===== config.mk =====
export PLATFORM = sky130hd
export DESIGN_NAME = wall_scroller
export DESIGN_NICKNAME = d
export VERILOG_FILES = /design/src/rtl/flappy_pkg.sv /design/src/rtl/lfsr8.sv /design/src/rtl/wall_scroller.sv
export SDC_FILE = /design/constraint.sdc
export NUM_CORES = 1
export LEC_CHECK = 0
export ABC_AREA = 1
export CAP_MARGIN = 20
export CORE_ASPECT_RATIO = 0.6
export CORE_UTILIZATION = 49
export CTS_BUF_LIST = sky130_fd_sc_hd__clkbuf_4
export DETAILED_ROUTE_END_ITERATION = 6
export DONT_BUFFER_PORTS = 1
export RECOVER_POWER = 100
export REMOVE_ABC_BUFFERS = 1
export SYNTH_ARGS = -nofsm -noshare
export SYNTH_HDL_FRONTEND = slang
export SYNTH_SLANG_ARGS = --single-unit

===== constraint.sdc =====
create_clock -name clk -period 4.1 [get_ports clk]
set_input_delay 0.205 -clock clk [delete_from_list [all_inputs] [get_ports clk]]
set_output_delay 0.205 -clock clk [all_outputs]
set_load 0.03 [all_outputs]

===== src/rtl/flappy_pkg.sv =====
// flappy_pkg: values shared by the wall scroller, collision checker and renderer.
// Holds the playfield geometry defaults, the hole top offset, the start position
// of the wall and the wall FSM state encoding, so every consumer agrees on them.
package flappy_pkg;

    localparam int SCREEN_W_DEF = 160;  // screen width in pixels
    localparam int WALL_W_DEF   = 16;   // wall width in pixels
    localparam int GAP_H_DEF    = 40;   // vertical hole height
    localparam int HOLE_TOP_OFS = 8;    // smallest possible hole top row
    localparam int START_TOPY   = 40;   // hole top row of the first wall

    typedef enum logic [1:0] {
        IDLE    = 2'd0,
        SCROLL  = 2'd1,
        RESPAWN = 2'd2
    } wall_state_t;

endpackage


===== src/rtl/lfsr8.sv =====
// lfsr8: 8-bit Fibonacci LFSR, polynomial x^8+x^6+x^5+x^4+1 (maximal, period 255).
// Advances on every rising clock edge; synchronous active-high reset loads seed.
// Ports:
//   clk   - system clock
//   reset - synchronous active-high reset, loads seed
//   seed  - reset value; a zero seed is replaced by 1 so the register never locks up
//   q     - current LFSR value, never zero
module lfsr8 (
    input  logic       clk,
    input  logic       reset,
    input  logic [7:0] seed,
    output logic [7:0] q
);

    logic fb;

    // Taps for x^8, x^6, x^5, x^4 sit at bits 7, 5, 4, 3 of a left-shifting register.
    assign fb = q[7] ^ q[5] ^ q[4] ^ q[3];

    always_ff @(posedge clk) begin
        if (reset) begin
            q <= (seed == 8'h00) ? 8'h01 : seed;
        end else begin
            q <= {q[6:0], fb};
        end
    end

endmodule


===== src/rtl/wall_scroller.sv =====
// wall_scroller: moves a single wall with a hole leftward across the screen, one
// STEP per frame tick, and respawns it at the right edge with a pseudo-random
// hole position once it has reached the left edge.
// Ports:
//   clk          - system clock
//   reset        - synchronous active-high reset (highest priority)
//   frame_tick   - one-cycle pulse per video frame
//   enable       - game running; low freezes the wall
//   restart      - one-cycle pulse: reload start position, return to IDLE
//   wall_xleft   - registered left column of the wall (inclusive)
//   wall_xright  - registered right column of the wall (inclusive)
//   wall_topy    - registered row just above the hole
//   wall_bottomy - registered row just below the hole
//   wall_passed  - one-cycle pulse when a new wall spawns
//   dbg_state    - current FSM state (wall_state_t encoding)
//   dbg_lfsr     - current LFSR value
module wall_scroller
    import flappy_pkg::*;
#(
    parameter int         SCREEN_W  = SCREEN_W_DEF,
    parameter int         WALL_W    = WALL_W_DEF,
    parameter int         GAP_H     = GAP_H_DEF,
    parameter int         STEP      = 1,
    parameter logic [7:0] LFSR_SEED = 8'hA5
) (
    input  logic       clk,
    input  logic       reset,
    input  logic       frame_tick,
    input  logic       enable,
    input  logic       restart,
    output logic [7:0] wall_xleft,
    output logic [7:0] wall_xright,
    output logic [7:0] wall_topy,
    output logic [7:0] wall_bottomy,
    output logic       wall_passed,
    output logic [1:0] dbg_state,
    output logic [7:0] dbg_lfsr
);

    localparam logic [7:0] X_START   = 8'(SCREEN_W - WALL_W);
    localparam logic [7:0] X_RIGHT   = 8'(WALL_W - 1);
    localparam logic [7:0] GAP_B     = 8'(GAP_H);
    localparam logic [7:0] STEP_B    = 8'(STEP);
    localparam logic [7:0] TOP_OFS_B = 8'(HOLE_TOP_OFS);
    localparam logic [7:0] TOP_START = 8'(START_TOPY);

    wall_state_t state, state_n;
    logic [7:0]  xleft_n;
    logic [7:0]  topy_n;
    logic        passed_n;
    logic [7:0]  lfsr_q;

    lfsr8 u_lfsr (
        .clk   (clk),
        .reset (reset),
        .seed  (LFSR_SEED),
        .q     (lfsr_q)
    );

    assign dbg_state = state;
    assign dbg_lfsr  = lfsr_q;

    always_comb begin
        state_n  = state;
        xleft_n  = wall_xleft;
        topy_n   = wall_topy;
        passed_n = 1'b0;
        if (restart) begin
            state_n = IDLE;
            xleft_n = X_START;
            topy_n  = TOP_START;
        end else begin
            case (state)
                IDLE: begin
                    xleft_n = X_START;
                    topy_n  = TOP_START;
                    if (enable) state_n = SCROLL;
                end
                SCROLL: begin
                    // A wall that can no longer move a full step is retired
                    // rather than clipped, so xleft never wraps below zero.
                    if (enable && frame_tick) begin
                        if (wall_xleft >= STEP_B) xleft_n = wall_xleft - STEP_B;
                        else                      state_n = RESPAWN;
                    end
                end
                RESPAWN: begin
                    xleft_n  = X_START;
                    topy_n   = TOP_OFS_B + {2'b00, lfsr_q[5:0]};
                    passed_n = 1'b1;
                    state_n  = SCROLL;
                end
                default: state_n = IDLE;
            endcase
        end
    end

    // Derived extents are registered from the next-state values so all outputs
    // change together on the same edge.
    always_ff @(posedge clk) begin
        if (reset) begin
            state        <= IDLE;
            wall_xleft   <= X_START;
            wall_xright  <= X_START + X_RIGHT;
            wall_topy    <= TOP_START;
            wall_bottomy <= TOP_START + GAP_B;
            wall_passed  <= 1'b0;
        end else begin
            state        <= state_n;
            wall_xleft   <= xleft_n;
            wall_xright  <= xleft_n + X_RIGHT;
            wall_topy    <= topy_n;
            wall_bottomy <= topy_n + GAP_B;
            wall_passed  <= passed_n;
        end
    end

endmodule


==> impl_metrics.yaml, run 1 <==
yosys:
  post_synth_num_cell_types: 33
  postSynthCellCount: 226
  syn_avg_cell_area_um2: 7.83
  yosysSeqAreaShare: 0.453
  synth_seq_cells: 40
  syn-cell-area_um2: 1770
  synth_top_cell_by_area: "dfxtp_1"
  synth_top_area_share: 0.453
  ys_warn_count: 0
  synthTopCellsByArea: "dfxtp_1, nand2_1, inv_1, nand3_1, nor2_1"
final_layout:
  drive_gt1_frac: 0.0961
  nNetsFinal: 238
  fill_cells: 326
  antenna_cells: 0
  final_util: 0.545
  syn_to_final_growth_pct: 2.90
floorplan:
  die_w_um: 79.6
  rows: 16
  initial_core_util: 0.529
  chipHeight_um: 48.5
  core_area_um2: 3340
  die-area_um2: 3860
  num_io_pins: 48
clocking:
  post_cts.repair.setup_buffers: 0
  clk_pin_slew_ns: 0.11
  cts_hold_buf: 1
  numCtsBuffers: 5
  clockBufferDepth: 2
  cts_tree: "yes"
  cts_resized: 0
  root_buffer: "clkbuf_4"
  htreeDepth: 2
  clock_latency_ns: 0.35
  clock-sinks: 40
timing:
  setup_viol: 0
  relSlewSlack: 0.521
  finalCritPeriodShare: 0.669
  rsz0062_at_grt: "false"
  setup_slack_ns: 1.36
  tns_ns: 0
  finClkSkew_ns: 0.0109
  hold_violations: 0
  slew_violations: 0
  fmax_mhz: 365
  tightest_slew_ns: 0.717
  finalCriticalPeriod_ns: 2.74
critical_path:
  worstPathRequired_ns: 4.38
  critPathSlowestCell: "dfxtp_1"
  crit_start: "dbg_state[0]"
  cp_common_cell: "inv_1"
  r2r_slack_ns: 1.36
  cp-start-kind: "flip-flop"
  critPathKind: "reg2reg"
  max_stage_delay_ns: 0.64
  r2r-start: "dbg_state[0]"
  endpoint_kind: "flip-flop"
  path_cells: "inv_1, nor2_1, inv_1, o22ai_1, inv_1, ha_1, or2_0, nand2_1, o21ai_0, a21oi_1"
  arrival_ns: 3.03
  critPathMaxFanout: 8
placement:
  dp_hpwl_um: 2840
  gp_congestion: 0.887
  pre_cts_ws_ns: 1.84
  io_buffers: 0
grt:
  grt-ovfl-total: 0
  grt_usage: 0.216
  grt_pass1_vias: 1407
  antenna_found_initial: 0
  grt_first_pass_wirelength_um: 6340
  grt_max_degree: 21
routing:
  firstDrtPassIters: 4
  ant_nets: 0
  wl_per_cell_um: 13.9
  route.detailed.drc: 0
  vias: 1429
  wl_um: 3820
  first_iter_violations: 106
  viasPerCell: 5.22
run_status:
  status: "finished, final reports clean"
power:
  p_comb_frac: 0.049
  p_sw_frac: 0.246
  p_per_area_nw_per_um2: 396
  clock_power_share: 0.366
  seq_power_share: 0.585
  p_sw_mw: 0.177
  p_int_mw: 0.543
  ir_drop_mv: 0.237
  leakage_nw: 0.839
min_path:
  hold_class: "in2reg"
  hp-start: "enable"
run:
  cap_viol_max_count: 0
power groups by stage:
| stage | Combinational, mW | Sequential, mW | Clock, mW |
|---|---|---|---|
| after floorplan | 0.0275 | 0.428 | 0 |
| after global placement | 0.0330 | 0.430 | 0 |
| after detailed placement | 0.0339 | 0.431 | 0 |
| after CTS | 0.0376 | 0.422 | 0.269 |
| after global routing | 0.0408 | 0.423 | 0.283 |
| final | 0.0355 | 0.421 | 0.264 |
cell families (layout without fill, tap and decap cells):
group / Yosys count / in the layout / synth area share
simple gates: 107 / 107 / 0.307
flops: 40 / 40 / 0.453
xor+xnor: 3 / 3 / 0.0149
fa+ha+maj: 5 / 5 / 0.0354
buf+inv: 42 / 45 / 0.0976
compound gates: 29 / 29 / 0.0927
state kept, by name, summed over array words and instances, names as in the netlist:
register      cells
wall_bottomy      5
wall_topy         8
wall_xleft        8
dbg_state         2
wall_passed       1
u_lfsr.q          8
wall_xright       8
area by class of cell:
type | instances | area (um^2) | share of cell area
Sequential cell | 40 | 801 | 0.440
Multi-Input combinational cell | 144 | 738 | 0.405
Inverter | 36 | 135 | 0.0742
Tap cell | 45 | 56.3 | 0.0309
Clock buffer | 6 | 45.0 | 0.0247
Clock inverter | 2 | 35.0 | 0.0192
Timing Repair Buffer | 1 | 10.0 | 0.00550
cell usage after synthesis:
master and instances:
nand4_1 2, o21ai_1 1, o21a_1 1, nand3_4 1, o22ai_1 1, a211oi_1 1, buf_4 4, a21oi_1 10
a32oi_1 1, nor3_2 1, o21ai_0 11, dfxtp_1 40, a21oi_2 1, clkbuf_1 2, nand3_1 18, or2_2 3
ha_1 5, nand2_2 4, nand3b_1 2, inv_2 4, a21boi_0 1, a22oi_1 1, nor2_8 1, xnor2_1 1
nand3_2 4, nor2_4 1, nor2_2 5, nor2_1 23, xor2_1 2, nand2_1 37, inv_1 32, or2_1 1
nor3_1 4
per-layer routing:
metal | track usage | part of all wire
met5 | 0 | 0
met4 | 0.0606 | 0.010
met3 | 0.0887 | 0.099
met2 | 0.328 | 0.41
met1 | 0.281 | 0.48
worst max-delay path: cells and delay by family, from the launching register on:
kind / cells / cell delay [ns]
simple gates: 3 / 0.90
buf+inv: 3 / 0.50
compound gates: 3 / 0.43
fa+ha+maj: 1 / 0.20
flops: 1 / 0.64
final timing paths:
kind | to | depth (start not counted)
max | wall_bottomy[7] | 10
max reg2reg | wall_bottomy[7] | 10
min reg2reg | u_lfsr.q[2] | 2
min | dbg_state[0] | 2
per-stage QoR:
step | hold WS, ns | std cells | total power [mW] | cell area, um^2
final | 0.0704 | 274 | 0.721 | 1820
after global routing | 0.0854 | 274 | 0.747 | 1820
after global placement | 0.280 | 265 | 0.463 | 1790
after detailed placement | 0.281 | 265 | 0.465 | 1790
after floorplan | 0.274 | 220 | 0.456 | 1730
after CTS | 0.0547 | 274 | 0.728 | 1880
cell usage in the layout (no fill, tap or decap), drive strengths merged:
| master | count |
|---|---|
| nand2 | 41 |
| dfxtp | 40 |
| inv | 36 |
| nor2 | 30 |
| nand3 | 23 |
| o21ai | 12 |
| a21oi | 11 |
| clkbuf | 6 |
| ha | 5 |
| nor3 | 5 |
| or2 | 4 |
| nand4 | 2 |
| xor2 | 2 |
| nand3b | 2 |
| a22oi | 1 |
| o22ai | 1 |
| a32oi | 1 |
| xnor2 | 1 |
| o21a | 1 |
| a211oi | 1 |
| a21boi | 1 |
| bufinv | 1 |
| clkinv | 1 |
| dlygate4sd3 | 1 |
No activity file was read; power rests on OpenSTA's default activity.
==> run 2, diff against run 1 <==
ABC_AREA = 0   (was 1)
PLACE_DENSITY = 0.66   (was default)
clock period = 2.5 ns   (was 4.1 ns; I/O delays follow)
==> run 2 against run 1 <==
- first-iteration DRC count is 46% lower
- power is 66% higher
- register-to-register slack worse by 1.2 ns
- sequential cell count stayed put
- final cell count is 8.4% lower
- design area is 14% higher
- sequential share of layout area is 5.2 points lower
- maximum frequency is 15% higher
- synthesized area is 2.5% higher
- via count is 1.4% lower
- critical endpoint is now wall_xright[6]
- highest routed layer unchanged
==> impl_metrics.yaml, run 2 <==
clocking:
  clock_latency_ns: 0.36
  htreeDepth: 2
  clock-sinks: 40
  cts_tree: "yes"
  clockBufferDepth: 2
  root_buffer: "clkbuf_4"
  numCtsBuffers: 5
  post_cts.repair.setup_buffers: 0
  clk_pin_slew_ns: 0.12
floorplan:
  chipHeight_um: 49.1
  rows: 16
  core_area_um2: 3380
  initial_core_util: 0.536
  die_w_um: 80.6
  die-area_um2: 3960
  num_io_pins: 48
yosys:
  synthFlopType: "dfxtp_1"
  synth_seq_cells: 40
  syn-cell-area_um2: 1810
  synth_edf_count: 0
  synth_top_cells_by_count: "dfxtp_1, nor2_1, nor3_1"
  postSynthCellCount: 183
  yosysSeqAreaShare: 0.441
  synth_top_area_share: 0.441
  syn_avg_cell_area_um2: 9.91
  synth_top_cell_by_area: "dfxtp_1"
  ys_warn_count: 0
  synthArstFlopShare: 0
  synthTopCellsByArea: "dfxtp_1, ha_1, xor2_1, nor2_1, nand2b_1"
  post_synth_num_cell_types: 50
  yosysMostFrequentCell: "dfxtp_1"
critical_path:
  endpoint_kind: "flip-flop"
  critPathSlowestCell: "or3b_4"
  arrival_ns: 2.64
  worstPathRequired_ns: 2.76
  path_cells: "inv_1, ha_1, or3b_4, o311ai_4, o211ai_4, ha_2, nand3_1, nor3b_2, mux2_1"
  critPathKind: "reg2reg"
  cp-start-kind: "flip-flop"
  max_stage_delay_ns: 0.43
  critPathMaxFanout: 4
grt:
  grt_pass1_vias: 1341
  grt_first_pass_wirelength_um: 6710
  grt_max_degree: 38
  antenna_found_initial: 0
  grt-ovfl-total: 0
  grt_usage: 0.233
final_layout:
  layout_commonest_cell: "dfxtp_1"
  nNetsFinal: 215
  layout_common_cells: "dfxtp_1, nor2_1, clkbuf_1, buf_4, nor3_1"
  stdcell_count: 251
  design_area_um2: 2070
  final_util: 0.611
  drive_gt1_frac: 0.199
  antenna_cells: 0
  syn_to_final_growth_pct: 13.9
timing:
  slew_violations: 0
  relSlewSlack: 0.201
  hold_violations: 0
  finalCritPeriodShare: 0.951
  tightest_slew_ns: 1.20
  finClkSkew_ns: 0.0113
  tns_ns: 0
  setup_viol: 0
  fmax_mhz: 420
  finalCriticalPeriod_ns: 2.38
power:
  p_per_area_nw_per_um2: 580
  ir_drop_mv: 0.453
  leakage_nw: 0.739
  finalPower_mw: 1.20
routing:
  vias: 1409
  route.detailed.drc: 0
  ant_nets: 0
  viasPerCell: 5.61
  firstDrtPassIters: 4
  first_iter_violations: 57
  wl_um: 4290
  wl_per_cell_um: 17.1
placement:
  dp_hpwl_um: 3030
  gp_congestion: 0.970
  io_buffers: 0
  place_inst: 237
  dpl_cell_area_um2: 1940
min_path:
  hold_class: "in2reg"
run:
  cap_viol_max_count: 0
run_status:
  status: "finished, final reports clean"
==> run 2: cell count changes after synthesis, sizes merged, moves of 5 or more <==
cell and change:
inv -28, nor2b +7, nor3 +6, nor2 -15, nand3 -22, a21oi -7, nand2 -34, nor4 +5
xor2 +5, nand2b +8, o21ai -9
==> run 2: area by class of cell <==
type	instances	area, um^2
fillers	307	1320
multi-input cells	125	937
flip-flops and latches	40	801
repair buffers	25	163
well taps	45	56.3
clock inverters	3	42.5
clock buffers	5	37.5
inverters	8	30.0
==> run 2: power by group <==
group          internal, mW  leakage (nW)  switching [mW]
clock                 0.208        0.0412           0.216
combinational        0.0350         0.372          0.0472
sequential            0.653         0.326          0.0385
total                 0.896         0.739           0.302
==> run 2: worst max-delay path, delay by kind of cell (launching register included) <==
| family | cells | cell delay (ns) |
|---|---|---|
| adder cells (fa/ha/maj) | 2 | 0.38 |
| flip-flops | 1 | 0.36 |
| multiplexers | 1 | 0.33 |
| buffers and inverters | 1 | 0.09 |
| AND/OR/NAND/NOR | 3 | 0.67 |
| AO/OA/AOI/OAI | 2 | 0.47 |
==> run 2: per-layer routing <==
| layer | global-route usage | up-vias | share of wire |
|---|---|---|---|
| met2 | 0.312 | 67 | 0.39 |
| met1 | 0.325 | 646 | 0.47 |
| met4 | 0.0804 | 0 | 0.016 |
| met5 | 0 | - | 0 |
| met3 | 0.105 | 7 | 0.12 |
| li1 | - | 689 | - |
==> run 2: logic make-up (layout without fill, tap and decap cells) <==
logic type / after synthesis / count (layout) / synth area share
mux: 4 / 4 / 0.0228
xor+xnor: 11 / 11 / 0.0531
flops: 40 / 40 / 0.441
compound gates: 27 / 27 / 0.131
simple gates: 78 / 78 / 0.261
fa+ha+maj: 5 / 5 / 0.0345
buf+inv: 18 / 41 / 0.0559
==> run 2: final timing paths <==
check	from	end	slack (ns)	depth (start not counted)
max	wall_xleft[0]	wall_xright[6]	0.12	9
min	restart	wall_bottomy[3]	0.01	2
max reg2reg	wall_xleft[0]	wall_xright[6]	0.12	9
min reg2reg	dbg_state[0]	dbg_state[0]	0.58	1
==> run 2: per-stage QoR <==
step | worst slack (ns) | hold slack, ns
2_1_floorplan | -0.221 | 0.197
3_3_place_gp | 0.0505 | 0.201
3_5_place_dp | 0.00172 | 0.203
4_1_cts | 0.0210 | 0.00324
5_1_grt | -0.0413 | 0.00485
6_report | 0.122 | 0.0108
==> run 2: timing repair <==
action,in CTS,in global routing
hold buffers,3,2
cloned,0,0
hold endpoints to repair,39,1
endpoints found under the setup margin,1,3
pin swaps,0,2
gates resized for setup,1,5
